<file path="src/rtl/transform_pkg.sv">
// Shared types and widths for the coordinate transform.
// Holds the FSM state enum and the datapath width constants.
package transform_pkg;

    localparam int unsigned X_W       = 11;
    localparam int unsigned Y_W       = 10;
    localparam int unsigned PROD_W    = 21;
    localparam int unsigned OUT_W     = 13;
    localparam int unsigned OUT_MAX   = 8191;
    localparam int unsigned DIV_STEPS = PROD_W;
    localparam int unsigned CNT_W     = 5;

    typedef enum logic [1:0] {
        IDLE = 2'd0,
        MULT = 2'd1,
        DIV  = 2'd2,
        DONE = 2'd3
    } state_t;

endpackage

</file>
<file path="src/rtl/transform_div.sv">
// Sequential restoring divider: loads on start, then produces one quotient bit
// per cycle for PROD_W cycles; done pulses on the cycle after the last bit.
module transform_div
    import transform_pkg::*;
(
    input  logic              clk,
    input  logic              reset,
    input  logic              start,
    input  logic [PROD_W-1:0] dividend,
    input  logic [X_W-1:0]    divisor,
    output logic [PROD_W-1:0] quotient,
    output logic              done
);

    logic [X_W-1:0]  rem;
    logic [X_W-1:0]  dvs;
    logic [CNT_W-1:0] cnt;
    logic [X_W:0]    rem_sh;
    logic            fits;

    // Trial subtraction of the next shifted-in dividend bit.
    always_comb begin
        rem_sh = {rem, quotient[PROD_W-1]};
        fits   = (rem_sh >= {1'b0, dvs});
    end

    // The quotient register doubles as the dividend shift register.
    always_ff @(posedge clk) begin
        if (reset) begin
            rem      <= '0;
            dvs      <= '0;
            cnt      <= '0;
            quotient <= '0;
            done     <= 1'b0;
        end else begin
            done <= 1'b0;
            if (start) begin
                quotient <= dividend;
                rem      <= '0;
                dvs      <= divisor;
                cnt      <= CNT_W'(DIV_STEPS);
            end else if (cnt != '0) begin
                quotient <= {quotient[PROD_W-2:0], fits};
                rem      <= fits ? X_W'(rem_sh - {1'b0, dvs}) : rem_sh[X_W-1:0];
                cnt      <= cnt - CNT_W'(1);
                done     <= (cnt == CNT_W'(1));
            end
        end
    end

endmodule

</file>
<file path="src/rtl/transform.sv">
// Scales a source coordinate into a target rectangle: cv = src*SCALE / target.
// Optional TRANSFORM_SAT_EN saturates oversized quotients instead of wrapping.
module transform
    import transform_pkg::*;
#(
    parameter int unsigned SCALE_W = 640,
    parameter int unsigned SCALE_H = 480
) (
    input  logic              clk,
    input  logic              reset,
    input  logic              start,
    input  logic [X_W-1:0]    t_width,
    input  logic [Y_W-1:0]    t_height,
    input  logic [X_W-1:0]    x,
    input  logic [Y_W-1:0]    y,
    output logic [OUT_W-1:0]  cv_x,
    output logic [OUT_W-1:0]  cv_y,
    output logic              done,
    output logic              busy
);

    state_t            state;
    logic [X_W-1:0]    lx;
    logic [Y_W-1:0]    ly;
    logic [X_W-1:0]    lw;
    logic [Y_W-1:0]    lh;

    logic              div_start_c;
    logic [PROD_W-1:0] prod_x_c;
    logic [PROD_W-1:0] prod_y_c;
    logic [PROD_W-1:0] q_x;
    logic [PROD_W-1:0] q_y;
    logic              div_done_x;
    logic              div_done_y;

    // Products are formed from the latched operands and captured by the dividers.
    always_comb begin
        div_start_c = (state == MULT);
        prod_x_c    = PROD_W'(32'(lx) * SCALE_W);
        prod_y_c    = PROD_W'(32'(ly) * SCALE_H);
    end

    transform_div u_div_x (
        .clk      (clk),
        .reset    (reset),
        .start    (div_start_c),
        .dividend (prod_x_c),
        .divisor  (lw),
        .quotient (q_x),
        .done     (div_done_x)
    );

    transform_div u_div_y (
        .clk      (clk),
        .reset    (reset),
        .start    (div_start_c),
        .dividend (prod_y_c),
        .divisor  ({1'b0, lh}),
        .quotient (q_y),
        .done     (div_done_y)
    );

    // Reduce a 21-bit quotient to the output width; zero divisor forces full scale.
    function automatic logic [OUT_W-1:0] reduce(input logic [PROD_W-1:0] q, input logic zero);
        if (zero) return OUT_W'(OUT_MAX);
`ifdef TRANSFORM_SAT_EN
        if (q > PROD_W'(OUT_MAX)) return OUT_W'(OUT_MAX);
`endif
        return q[OUT_W-1:0];
    endfunction

    always_ff @(posedge clk) begin
        if (reset) begin
            state <= IDLE;
            cv_x  <= '0;
            cv_y  <= '0;
            done  <= 1'b0;
            busy  <= 1'b0;
            lx    <= '0;
            ly    <= '0;
            lw    <= '0;
            lh    <= '0;
        end else begin
            done <= 1'b0;
            case (state)
                IDLE: begin
                    if (start) begin
                        lx    <= x;
                        ly    <= y;
                        lw    <= t_width;
                        lh    <= t_height;
                        busy  <= 1'b1;
                        state <= MULT;
                    end
                end
                MULT: state <= DIV;
                DIV: begin
                    if (div_done_x && div_done_y) begin
                        cv_x  <= reduce(q_x, (lw == '0));
                        cv_y  <= reduce(q_y, (lh == '0));
                        done  <= 1'b1;
                        busy  <= 1'b0;
                        state <= DONE;
                    end
                end
                DONE:    state <= IDLE;
                default: state <= IDLE;
            endcase
        end
    end

endmodule

</file>
<file path="config.mk">
export PLATFORM = sky130hd
export DESIGN_NAME = transform
export DESIGN_NICKNAME = d
export VERILOG_FILES = /design/src/rtl/transform_pkg.sv /design/src/rtl/transform_div.sv /design/src/rtl/transform.sv
export SDC_FILE = /design/constraint.sdc
export NUM_CORES = 1
export LEC_CHECK = 0
export ABC_AREA = 1
export CAP_MARGIN = 20
export CORE_ASPECT_RATIO = 0.6
export CORE_MARGIN = 2
export CORE_UTILIZATION = 46
export DETAILED_ROUTE_END_ITERATION = 8
export GPL_TIMING_DRIVEN = 1
export PLACE_DENSITY = 0.65
export SETUP_SLACK_MARGIN = 0.1
export SKIP_LAST_GASP = 1
export SLEW_MARGIN = 0
export SYNTH_ARGS = -nofsm -noshare
export SYNTH_HDL_FRONTEND = slang
export SYNTH_SLANG_ARGS = --single-unit
</file>
<file path="constraint.sdc">
create_clock -name clk -period 3.5 [get_ports clk]
set_input_delay 0.7 -clock clk [delete_from_list [all_inputs] [get_ports clk]]
set_output_delay 0.7 -clock clk [all_outputs]
set_load 0.02 [all_outputs]
</file>
## After elaboration in Yosys (flattened, before gate mapping)

Cells that the tools add are included.

- Add/sub/neg operators: 4
- Multiply operators: 2
- Magnitude comparators: 2
- Equality and inequality tests: 7
- Mux-type cells: 29
- Bitwise logic cells: 3
- Reduce and logical (&&, ||, !) cells: 17

Operator list:

| cell | count |
|---|---|
| $mux W13 | 4 |
| $mux W21 | 2 |
| $mux W19 | 2 |
| $mux W11 | 2 |
| $mux W5 | 4 |
| $mul A10 B4 Y14 const B | 1 |
| $mul A11 B3 Y14 const B | 1 |
| $ge A12 B10 Y1 | 1 |
| $ge A12 B11 Y1 | 1 |
| $logic_not A11 Y1 | 1 |
| $mux W1 | 11 |
| $sub A11 B10 Y11 | 1 |
| $sub A11 B11 Y11 | 1 |
| $eq A5 B1 Y1 const B | 2 |
| $logic_not A10 Y1 | 1 |
| $reduce_bool A5 Y1 | 2 |
| $sub A5 B1 Y5 const B | 2 |
| $pmux W2 S4 | 1 |
| $reduce_and A2 Y1 | 3 |
| $reduce_bool A2 Y1 | 3 |
| $reduce_or A3 Y1 | 2 |
| $eq A2 B2 Y1 const B | 2 |
| $mux W2 | 2 |
| $ne A2 B2 Y1 const B | 2 |
| 7 further kinds | 10 |

- Flip-flop bits (word level): 169
- Bits of input ports: 45
- Output and inout bits: 28
- Logic and storage cells: 87

## Depth between registers and ports, before layout

Gate-level depths: netlist (run 1).

- Depth in word-level cells: 6
- Depth in mapped cells: 15
- Gate-level depth less buffers: 15

## Cells and area by module

From an unflattened synthesis (run 1), not the netlist that was laid out.

- Cell total of the unflattened synthesis: 1365
- Area total of the unflattened synthesis: 9887.0 µm²

By module, submodules not included:

| module | instances | cells an instance | area each (µm²) | seq. area each (µm²) |
|---|---|---|---|---|
| transform | 1 | 594 | 4365.4 | 1441.4 |
| transform_div (u_div_y) | 1 | 385 | 2782.7 | 980.9 |
| transform_div (u_div_x) | 1 | 386 | 2738.9 | 980.9 |

## Worst setup path after synthesis (run 1)

OpenSTA, ideal clock, no wires.

- Path kind: register to register
- Start: register ly[1]
- End: register u_div_y.quotient[14]
- Library setup time: 74 ps
- Data arrival time: 2570 ps
- Data required time: 3426 ps
- Setup slack: 856 ps
- Stages on the path, launching flop included: 12
- Path buffers: 0
- Period minus slack after synthesis: 2644 ps
- Cells stage by stage: dfxtp_1 -> inv_1 -> fa_1 -> fa_1 -> inv_1 -> ha_1 -> a21oi_1 -> nand2_1 -> a21oi_1 -> xnor2_1 -> nor2_1 -> o21ai_0

- Longest elaborated chain between the ends: 2

Ends and longest elaborated chain:

| item | line | text |
|---|---|---|
| from (decl) | transform.sv:24 | `logic [Y_W-1:0] ly;` |
| from (signal assigned) | transform.sv:89 | `ly <= y;` |
| $mul A10 B4 Y14 | transform.sv:40 | `prod_y_c = PROD_W'(32'(ly) * SCALE_H);` |
| $mux W19 | transform_div.sv:37 | `if (start) begin` |
| to (signal assigned) | transform_div.sv:38 | `quotient <= dividend;` |
| to (signal assigned) | transform_div.sv:43 | `quotient <= {quotient[PROD_W-2:0], fits};` |
| to (decl) | transform_div.sv:11 | `output logic [PROD_W-1:0] quotient,` |

No other way between the ends.
A chain may end at the register's enable or synchronous reset.

## Worst setup path after layout (run 1)

- Start: register ly[2]
- End: register u_div_y.quotient[16]

The elaborated chain is that of the path after synthesis.

==> qor.txt, run 1 <==
FF-to-FF Start: ly[2]$_SDFFE_PP0P_
Post-Synthesis Cell Area: 9288 µm²
Lkg Pwr: 4.823 nW
most frequent cells in the layout: nand2_1 (198), dfxtp_1 (169), inv_1 (158)
ANT nets after route: 0
Most used DFF post-synth: dfxtp_1
die height: 114.1 µm
latest clock arrival within the worst-skew pair: 0.44 ns
PwrDens: 956.4 nW/µm²
YS warnings: 0
cell taking the most area after synthesis: dfxtp_1
R2R depth: 13
CTS Buf Count: 17
synthesized area per cell: 7.502 µm²
CP max FO: 6
arrival time at the worst endpoint: 3.32 ns
vias post-DR: 8175
post-synth top area share: 36.43%
Power, Total: 10.35 mW
commonest non-fill, non-tap cell in the layout: nand2_1
DRT iter0 DRCs: 690
GR Util All Layers: 22.63%
Worst Hold Launch: u_div_x.quotient[15]$_SDFFE_PP0P_
Post-Layout Cell Count: 1577
TritonCTS clock tree: yes
routability cong.: 0.8836
I/O pins: 73
CP endpoint kind: flop
slowest stage delay, CP: 0.51 ns
Worst IR Drop VDD: 0.6559 mV
Clock Path Buffers: 2
synth-to-layout area growth: 16.53%
Sum Neg Setup Slack: 0 ns
Setup-failing EPs final: 0
Crit Path Class: flop to flop
first-pass GRT wire length: 38910 µm
die area: 21380 µm²
f_max: 0.3363 GHz
Syn Nets: 1366
Tmin final: 2.974 ns
final hold vios: 0
design area: 10820 µm²
Pre-antenna DRT Iters: 7
total setup buffers inserted after CTS: 0
Hold Crit Class: flop to flop
Worst slew margin: 38.65%
CTS hold repair buffers: 0
total inserted antenna cells: 0
DP Area: 10230 µm²
most used cell, CP: nand2_1
FF-to-FF setup slack: 0.53 ns
CTS Sinks: 169
period utilization: 84.96%
dpl ws: 0.5756 ns
Req. time, crit path: 3.84 ns
drt total wl: 23030 µm
Clock Tree Root: clkbuf_16
DRC: 0
Seq cells post-synth: 169
DP Wirelength: 16970 µm
Worst-path clk slew: 0.07 ns
initial core utilization: 46.63%
worst path bufs/invs: 2
Post-synth EDFFs: 0
hold worst-path end: u_div_x.quotient[15]$_SDFFE_PP0P_
hold depth: 2
outcome: finished, final reports clean
largest net degree at the start of global routing: 54
R2R Path End: u_div_y.quotient[16]$_SDFFE_PP0P_
largest cells by area after synthesis: dfxtp_1 (36%), ha_1 (8.5%), nand2_1 (8.0%), o21ai_0 (6.5%), inv_1 (6.4%)
final core occ: 54.33%
Die X: 187.4 µm
drt via density: 5.184
CTS HTree Levels: 4
family with the most delay on the worst path: adder cells
Critical Path Source Type: flop
GRT overflow: 0
critical path, cell by cell: inv_1, fa_1, fa_1, inv_1, ha_1, a21oi_1, nor2_1, o21ai_0, nand3_1, nand2_1, nand3_1, nand2_1, nand2_1
antenna violations before repair: 0
Synth Instances: 1238
vias in the first global route: 7655
ys async rst share: 0%
Std-Cell Rows: 40
post-cts sizing count: 0
fraction of layout cells with a size suffix above 1: 6.672%
worst-margin pin slew: 0.9189 ns
Slew Viols, Final: 0
RSZ-0062 raised after global routing: false
Final Net Count: 1419
slowest CP cell: fa_1
Max Cap Viol: 0
Port Buffer Count: 72
DP Cell Count: 1545
Core Area: 19920 µm²
WL/cell: 14.60 µm
Cell variety after synth: 44
Fin Hold WS: 0.4581 ns
Worst Skew: 0.008744 ns
sequential share of the synthesized area: 36.43%
Final Worst Setup Slack: 0.5265 ns
## layer usage
metal | part of all wire, % | global-route usage (%) | routed length, µm | vias up
met3 | 4.6 | 4.536 | 1065 | 19
met5 | 0 | 0 | 0 | -
li1 | - | - | - | 4196
met1 | 54 | 34.53 | 12540 | 3786
met2 | 40 | 32.37 | 9170 | 174
met4 | 1.1 | 5.827 | 252 | 0
## layout make-up
| class | instances | area [µm²] |
|---|---|---|
| Multi-Input combinational cell | 852 | 5055 |
| Fill cell | 1960 | 9096 |
| Tap cell | 273 | 341.6 |
| Sequential cell | 169 | 3383 |
| Clock buffer | 17 | 425.4 |
| Inverter | 170 | 645.6 |
| Clock inverter | 15 | 171.4 |
| Timing Repair Buffer | 81 | 800.8 |
## flip-flops by register name, summed over array words and instances (netlist names)
| name | flops |
|---|---|
| u_div_y.done | 1 |
| u_div_y.dvs | 10 |
| cv_y | 13 |
| lx | 11 |
| state | 2 |
| u_div_x.quotient | 21 |
| busy | 1 |
| u_div_x.cnt | 5 |
| cv_x | 13 |
| u_div_x.rem | 11 |
| u_div_x.done | 1 |
| u_div_x.dvs | 11 |
| u_div_y.cnt | 5 |
| u_div_y.rem | 11 |
| lw | 11 |
| done | 1 |
| ly | 10 |
| u_div_y.quotient | 21 |
| lh | 10 |
## power breakdown
group	switching [mW]	internal, mW	leakage [nW]
clock	0.912	1.02	0.292
sequential	0.317	2.42	1.38
combinational	3.74	1.94	3.15
## cells by family after synthesis
logic type / synth area share (%)
and+or+nand+nor: 22.04
AOI/OAI and AO/OA: 17.93
buffers and inverters: 9.201
DFF: 36.43
adders and majority gates: 12.80
xor gates and xnor gates: 1.603
## how the worst max path moves through the flow
stage                                   from  cells after the start                                end
after global routing      ly[3]$_SDFFE_PP0P_                     13  u_div_y.quotient[16]$_SDFFE_PP0P_
after global placement    ly[3]$_SDFFE_PP0P_                     13  u_div_y.quotient[16]$_SDFFE_PP0P_
final                     ly[2]$_SDFFE_PP0P_                     13  u_div_y.quotient[16]$_SDFFE_PP0P_
after detailed placement  ly[2]$_SDFFE_PP0P_                     11  u_div_y.quotient[12]$_SDFFE_PP0P_
after floorplan           ly[1]$_SDFFE_PP0P_                     11  u_div_y.quotient[14]$_SDFFE_PP0P_
after CTS                 ly[2]$_SDFFE_PP0P_                     11  u_div_y.quotient[12]$_SDFFE_PP0P_
## worst reg2reg max path, stage by stage, from the launching register on
cell,delay (ns)
dfxtp_1,0.38
inv_1,0.12
fa_1,0.50
fa_1,0.51
inv_1,0.04
ha_1,0.36
a21oi_1,0.23
nor2_1,0.07
o21ai_0,0.29
nand3_1,0.12
nand2_1,0.08
nand3_1,0.06
nand2_1,0.07
nand2_1,0.04
## synth_stat cells (all sizes together) (18+ instances only)
cell type / number
inv: 169
fa: 20
o22ai: 18
a21oi: 90
dfxtp: 169
nor2: 142
ha: 63
nand3: 80
clkbuf: 37
nand2: 203
a31oi: 27
o21ai: 133
Note: power is estimated with default switching activity, not from simulation.
==> inputs of run 2 (changes only) <==
==> constraint.sdc (replaced) <==
create_clock -name clk -period 2.85 [get_ports clk]
set_input_delay 0.57 -clock clk [delete_from_list [all_inputs] [get_ports clk]]
set_output_delay 0.57 -clock clk [all_outputs]
set_load 0.02 [all_outputs]
==> qor.txt, run 2 (same netlist as run 1, synthesis figures left out) <==
outcome: finished, final reports clean
CP max FO: 3
largest net degree at the start of global routing: 44
critical path, cell by cell: buf_6, fa_2, fa_1, inv_2, fa_2, inv_2, nand3_2, nand2_4, buf_6, xor2_1, a21oi_1, a21oi_1
most frequent cells in the layout: nand2_1 (193), dfxtp_1 (165), inv_1 (150)
latest clock arrival within the worst-skew pair: 0.43 ns
Worst Skew: 0.007886 ns
Pre-antenna DRT Iters: 5
Tmin final: 2.666 ns
Port Buffer Count: 72
Worst-path clk slew: 0.07 ns
CTS hold repair buffers: 0
worst-margin pin slew: 0.7398 ns
Crit Path Class: flop to flop
initial core utilization: 46.63%
Largest regs: u_div_x.quotient (21), u_div_y.quotient (21)
WL/cell: 14.59 µm
slowest stage delay, CP: 0.58 ns
Critical Path Source Type: flop
Clock Tree Root: clkbuf_16
Req. time, crit path: 3.22 ns
synth-to-layout area growth: 19.83%
total inserted antenna cells: 0
die area: 21380 µm²
drt total wl: 23230 µm
Slew Viols, Final: 0
antenna violations before repair: 0
vias post-DR: 8183
CTS HTree Levels: 4
Hold Crit Class: flop to flop
ANT nets after route: 0
vias in the first global route: 7747
Final Net Count: 1435
routability cong.: 0.8710
Std-Cell Rows: 40
R2R depth: 12
final hold vios: 0
DP Cell Count: 1558
fraction of layout cells with a size suffix above 1: 11.07%
Clock Path Buffers: 2
arrival time at the worst endpoint: 3.03 ns
CP endpoint kind: flop
dpl ws: -0.01218 ns
DRT iter0 DRCs: 510
period utilization: 93.55%
slowest CP cell: fa_1
die height: 114.1 µm
DP Area: 10340 µm²
Die X: 187.4 µm
commonest non-fill, non-tap cell in the layout: nand2_1
Final Worst Setup Slack: 0.1839 ns
TritonCTS clock tree: yes
Worst slew margin: 50.54%
Worst IR Drop VDD: 0.7061 mV
I/O pins: 73
R2R Path End: u_div_y.quotient[11]$_SDFFE_PP0P_
hold worst-path end: u_div_x.quotient[18]$_SDFFE_PP0P_
Sum Neg Setup Slack: 0 ns
Setup-failing EPs final: 0
CTS Buf Count: 17
PwrDens: 1187 nW/µm²
Max Cap Viol: 0
drt via density: 5.140
FF-to-FF Start: ly[2]$_SDFFE_PP0P_
CTS Sinks: 169
DP Wirelength: 17000 µm
first-pass GRT wire length: 38610 µm
GRT overflow: 0
hold depth: 2
design area: 11130 µm²
Worst Hold Launch: u_div_x.quotient[18]$_SDFFE_PP0P_
final core occ: 55.87%
RSZ-0062 raised after global routing: true
f_max: 0.3751 GHz
DRC: 0
Post-Layout Cell Count: 1592
GR Util All Layers: 22.37%
FF-to-FF setup slack: 0.18 ns
Core Area: 19920 µm²
Lkg Pwr: 4.885 nW
==> run 2: power by group <==
part / total, mW / switching, mW / internal, mW
Combinational: 7.70 / 4.92 / 2.78
Sequential: 3.37 / 0.386 / 2.98
Clock: 2.15 / 1.01 / 1.14
Total: 13.2 / 6.31 / 6.90
==> run 2: worst max-delay path by stage <==
stage	start	endpoint	slack (ns)	cells past startpoint
2_1_floorplan	ly[1]$_SDFFE_PP0P_	u_div_y.quotient[14]$_SDFFE_PP0P_	0.21	11
3_3_place_gp	ly[1]$_SDFFE_PP0P_	u_div_y.quotient[16]$_SDFFE_PP0P_	-0.0005	13
3_5_place_dp	ly[6]$_SDFFE_PP0P_	u_div_y.quotient[17]$_SDFFE_PP0P_	-0.01	13
4_1_cts	ly[8]$_SDFFE_PP0P_	u_div_y.quotient[17]$_SDFFE_PP0P_	0.1	12
5_1_grt	ly[1]$_SDFFE_PP0P_	u_div_y.quotient[18]$_SDFFE_PP0P_	0.04	14
6_report	ly[2]$_SDFFE_PP0P_	u_div_y.quotient[11]$_SDFFE_PP0P_	0.18	12
==> run 2: stage by stage <==
| step | total power, mW | hold WS, ns |
|---|---|---|
| 5_1_grt | 14.42 | 0.4637 |
| 3_3_place_gp | 10.30 | 0.4431 |
| 6_report | 13.21 | 0.4558 |
| 2_1_floorplan | 8.860 | 0.4261 |
| 3_5_place_dp | 10.42 | 0.4424 |
| 4_1_cts | 12.66 | 0.4548 |
==> run 2: timing repair <==
action	4_1_cts	5_1_grt
buffers inserted	1	2
setup endpoints to repair	7	9
resized for setup	12	49
pin swaps	2	14
==> run 2: layout make-up <==
cell class	instances	area [µm²]
multi-input cells	852	5271
repair buffers	97	944.7
clock buffers	19	442.9
well taps	273	341.6
fillers	1918	8790
inverters	170	648.1
flip-flops and latches	169	3388
clock inverters	12	92.59
==> run 2: critical path: cells and delay by family, from the launching register on <==
kind                       cells  cell delay [ns]
AOI/OAI and AO/OA              2             0.22
xor gates and xnor gates       1             0.13
adders and majority gates      3             1.40
buffers and inverters          4             0.32
DFF                            1             0.34
and+or+nand+nor                2             0.18
==> run 2: metal layers <==
layer,up-vias,share of wire [%],track usage [%]
met1,3759,53,33.62
met3,26,4.8,3.984
met2,170,41,33.23
li1,4228,-,-
met4,0,1.2,5.459
met5,-,0,0
==> inputs of run 3 (changes only) <==
--- a/config.mk
+++ b/config.mk
@@ -10,6 +10,7 @@
 export CORE_ASPECT_RATIO = 0.6
 export CORE_MARGIN = 2
 export CORE_UTILIZATION = 46
+export CTS_BUF_LIST = sky130_fd_sc_hd__clkbuf_4
 export DETAILED_ROUTE_END_ITERATION = 8
 export GPL_TIMING_DRIVEN = 1
 export PLACE_DENSITY = 0.65
==> qor.txt, run 3 (same netlist as run 1, synthesis figures left out) <==
DP Wirelength: 17000 µm
Power, Total: 12.35 mW
largest net degree at the start of global routing: 44
Slew Viols, Final: 0
Port Buffer Count: 72
switching power: 6.204 mW
slowest CP cell: fa_1
die height: 114.1 µm
drt via density: 5.127
f_max: 0.3718 GHz
critical path, cell by cell: buf_6, fa_2, fa_1, inv_2, fa_2, inv_2, nand3_2, nand2_4, buf_4, xor2_1, a21oi_1, a21oi_1
WL/cell: 14.50 µm
CTS HTree Levels: 4
initial core utilization: 46.63%
Largest regs: u_div_x.quotient (21), u_div_y.quotient (21)
Tmin final: 2.689 ns
DRT iter0 DRCs: 604
antenna violations before repair: 0
Worst IR Drop VDD: 0.7487 mV
CP max FO: 3
Sum Neg Setup Slack: 0 ns
first-pass GRT wire length: 38490 µm
worst-margin pin slew: 0.7161 ns
GRT overflow: 0
slowest stage delay, CP: 0.58 ns
vias in the first global route: 7719
Std-Cell Rows: 40
CTS Buf Count: 17
Worst Skew: 0.02190 ns
FF-to-FF setup slack: 0.16 ns
P_int: 6.143 mW
routability cong.: 0.8710
Clock Tree Root: clkbuf_4
I/O pins: 73
ANT nets after route: 0
combinational group share of total power: 62.6%
Critical Path Source Type: flop
die area: 21380 µm²
Crit Path Class: flop to flop
sw frac: 50.25%
Clock Path Buffers: 2
outcome: finished, final reports clean
Hold Crit Class: flop to flop
Req. time, crit path: 3.38 ns
met3 Resource Use GR: 3.739%
Pre-antenna DRT Iters: 6
Core Area: 19920 µm²
gr busiest metal: met1
commonest non-fill, non-tap cell in the layout: nand2_1
TritonCTS clock tree: yes
met2 usage: 32.89%
Die X: 187.4 µm
DRC: 0
Worst slew margin: 52.13%
Lkg Pwr: 4.770 nW
latest clock arrival within the worst-skew pair: 0.60 ns
Setup-failing EPs final: 0
Worst-path clk slew: 0.15 ns
most frequent cells in the layout: nand2_1 (191), dfxtp_1 (163), inv_1 (149)
arrival time at the worst endpoint: 3.22 ns
Clk pwr share: 10.2%
vias post-DR: 8183
drt total wl: 23140 µm
CP endpoint kind: flop
Final Worst Setup Slack: 0.1606 ns
RSZ-0062 raised after global routing: true
CTS Sinks: 169
synth-to-layout area growth: 16.92%
final hold vios: 0
final core occ: 54.52%
met1 usage in global routing: 33.67%
fraction of layout cells with a size suffix above 1: 11.72%
dpl ws: -0.01218 ns
Max Cap Viol: 0
GR Util All Layers: 22.31%
period utilization: 94.37%
Final Net Count: 1438
Flop pwr share: 27.2%
PwrDens: 1137 nW/µm²
-- run 3: metal layers --
layer | share of wire (%) | up-vias
li1 | - | 4245
met1 | 53 | 3751
met2 | 41 | 157
met3 | 4.7 | 30
met4 | 1.3 | 0
met5 | 0 | -
-- run 3: cell type report --
class / count / area, µm²
clock inverter: 13 / 96.34
timing repair buffer: 100 / 967.2
tap: 273 / 341.6
fill: 1952 / 9060
inverter: 170 / 650.6
clock buffer: 18 / 135.1
multi-input combinational: 852 / 5273
sequential: 169 / 3393
antenna: 1 / 2.502
-- run 3: path summary, 6_finish.rpt --
path / start / endpoint / cells after the start
setup / recovery: ly[1]$_SDFFE_PP0P_ / u_div_y.quotient[11]$_SDFFE_PP0P_ / 12
hold / removal: u_div_x.quotient[15]$_SDFFE_PP0P_ / u_div_x.quotient[15]$_SDFFE_PP0P_ / 2
setup reg to reg: ly[1]$_SDFFE_PP0P_ / u_div_y.quotient[11]$_SDFFE_PP0P_ / 12
hold reg to reg: u_div_x.quotient[15]$_SDFFE_PP0P_ / u_div_x.quotient[15]$_SDFFE_PP0P_ / 2
-- run 3: metrics by stage --
| stage | hold WS [ns] | area (µm²) | std cells |
|---|---|---|---|
| floorplan | 0.4261 | 9288 | 1238 |
| detailed placement | 0.4424 | 10340 | 1558 |
| global route | 0.4684 | 10860 | 1595 |
| finish | 0.4643 | 10860 | 1596 |
| CTS | 0.4642 | 10600 | 1590 |
| global placement | 0.4431 | 10340 | 1558 |
-- run 3: power groups by stage --
stage	clock network, mW	logic [mW]	registers [mW]
2_1_floorplan	0	5.57	3.29
3_3_place_gp	0	6.91	3.39
3_5_place_dp	0	7.02	3.40
4_1_cts	1.30	7.12	3.35
5_1_grt	1.40	8.73	3.43
6_report	1.26	7.73	3.36
-- run 3: what timing repair did --
| action | CTS | global route |
|---|---|---|
| hold buffers | 0 | 0 |
| setup endpoints to repair | 8 | 9 |
| pin swaps | 5 | 27 |
| buffers inserted | 1 | 5 |
| resized for setup | 17 | 51 |
-- run 3: critical path: cells and delay by family, from the launching register on --
family,cells,cell delay [ns]
xor+xnor,1,0.14
buf+inv,4,0.34
compound gates,2,0.20
flops,1,0.35
fa+ha+maj,3,1.41
simple gates,2,0.17
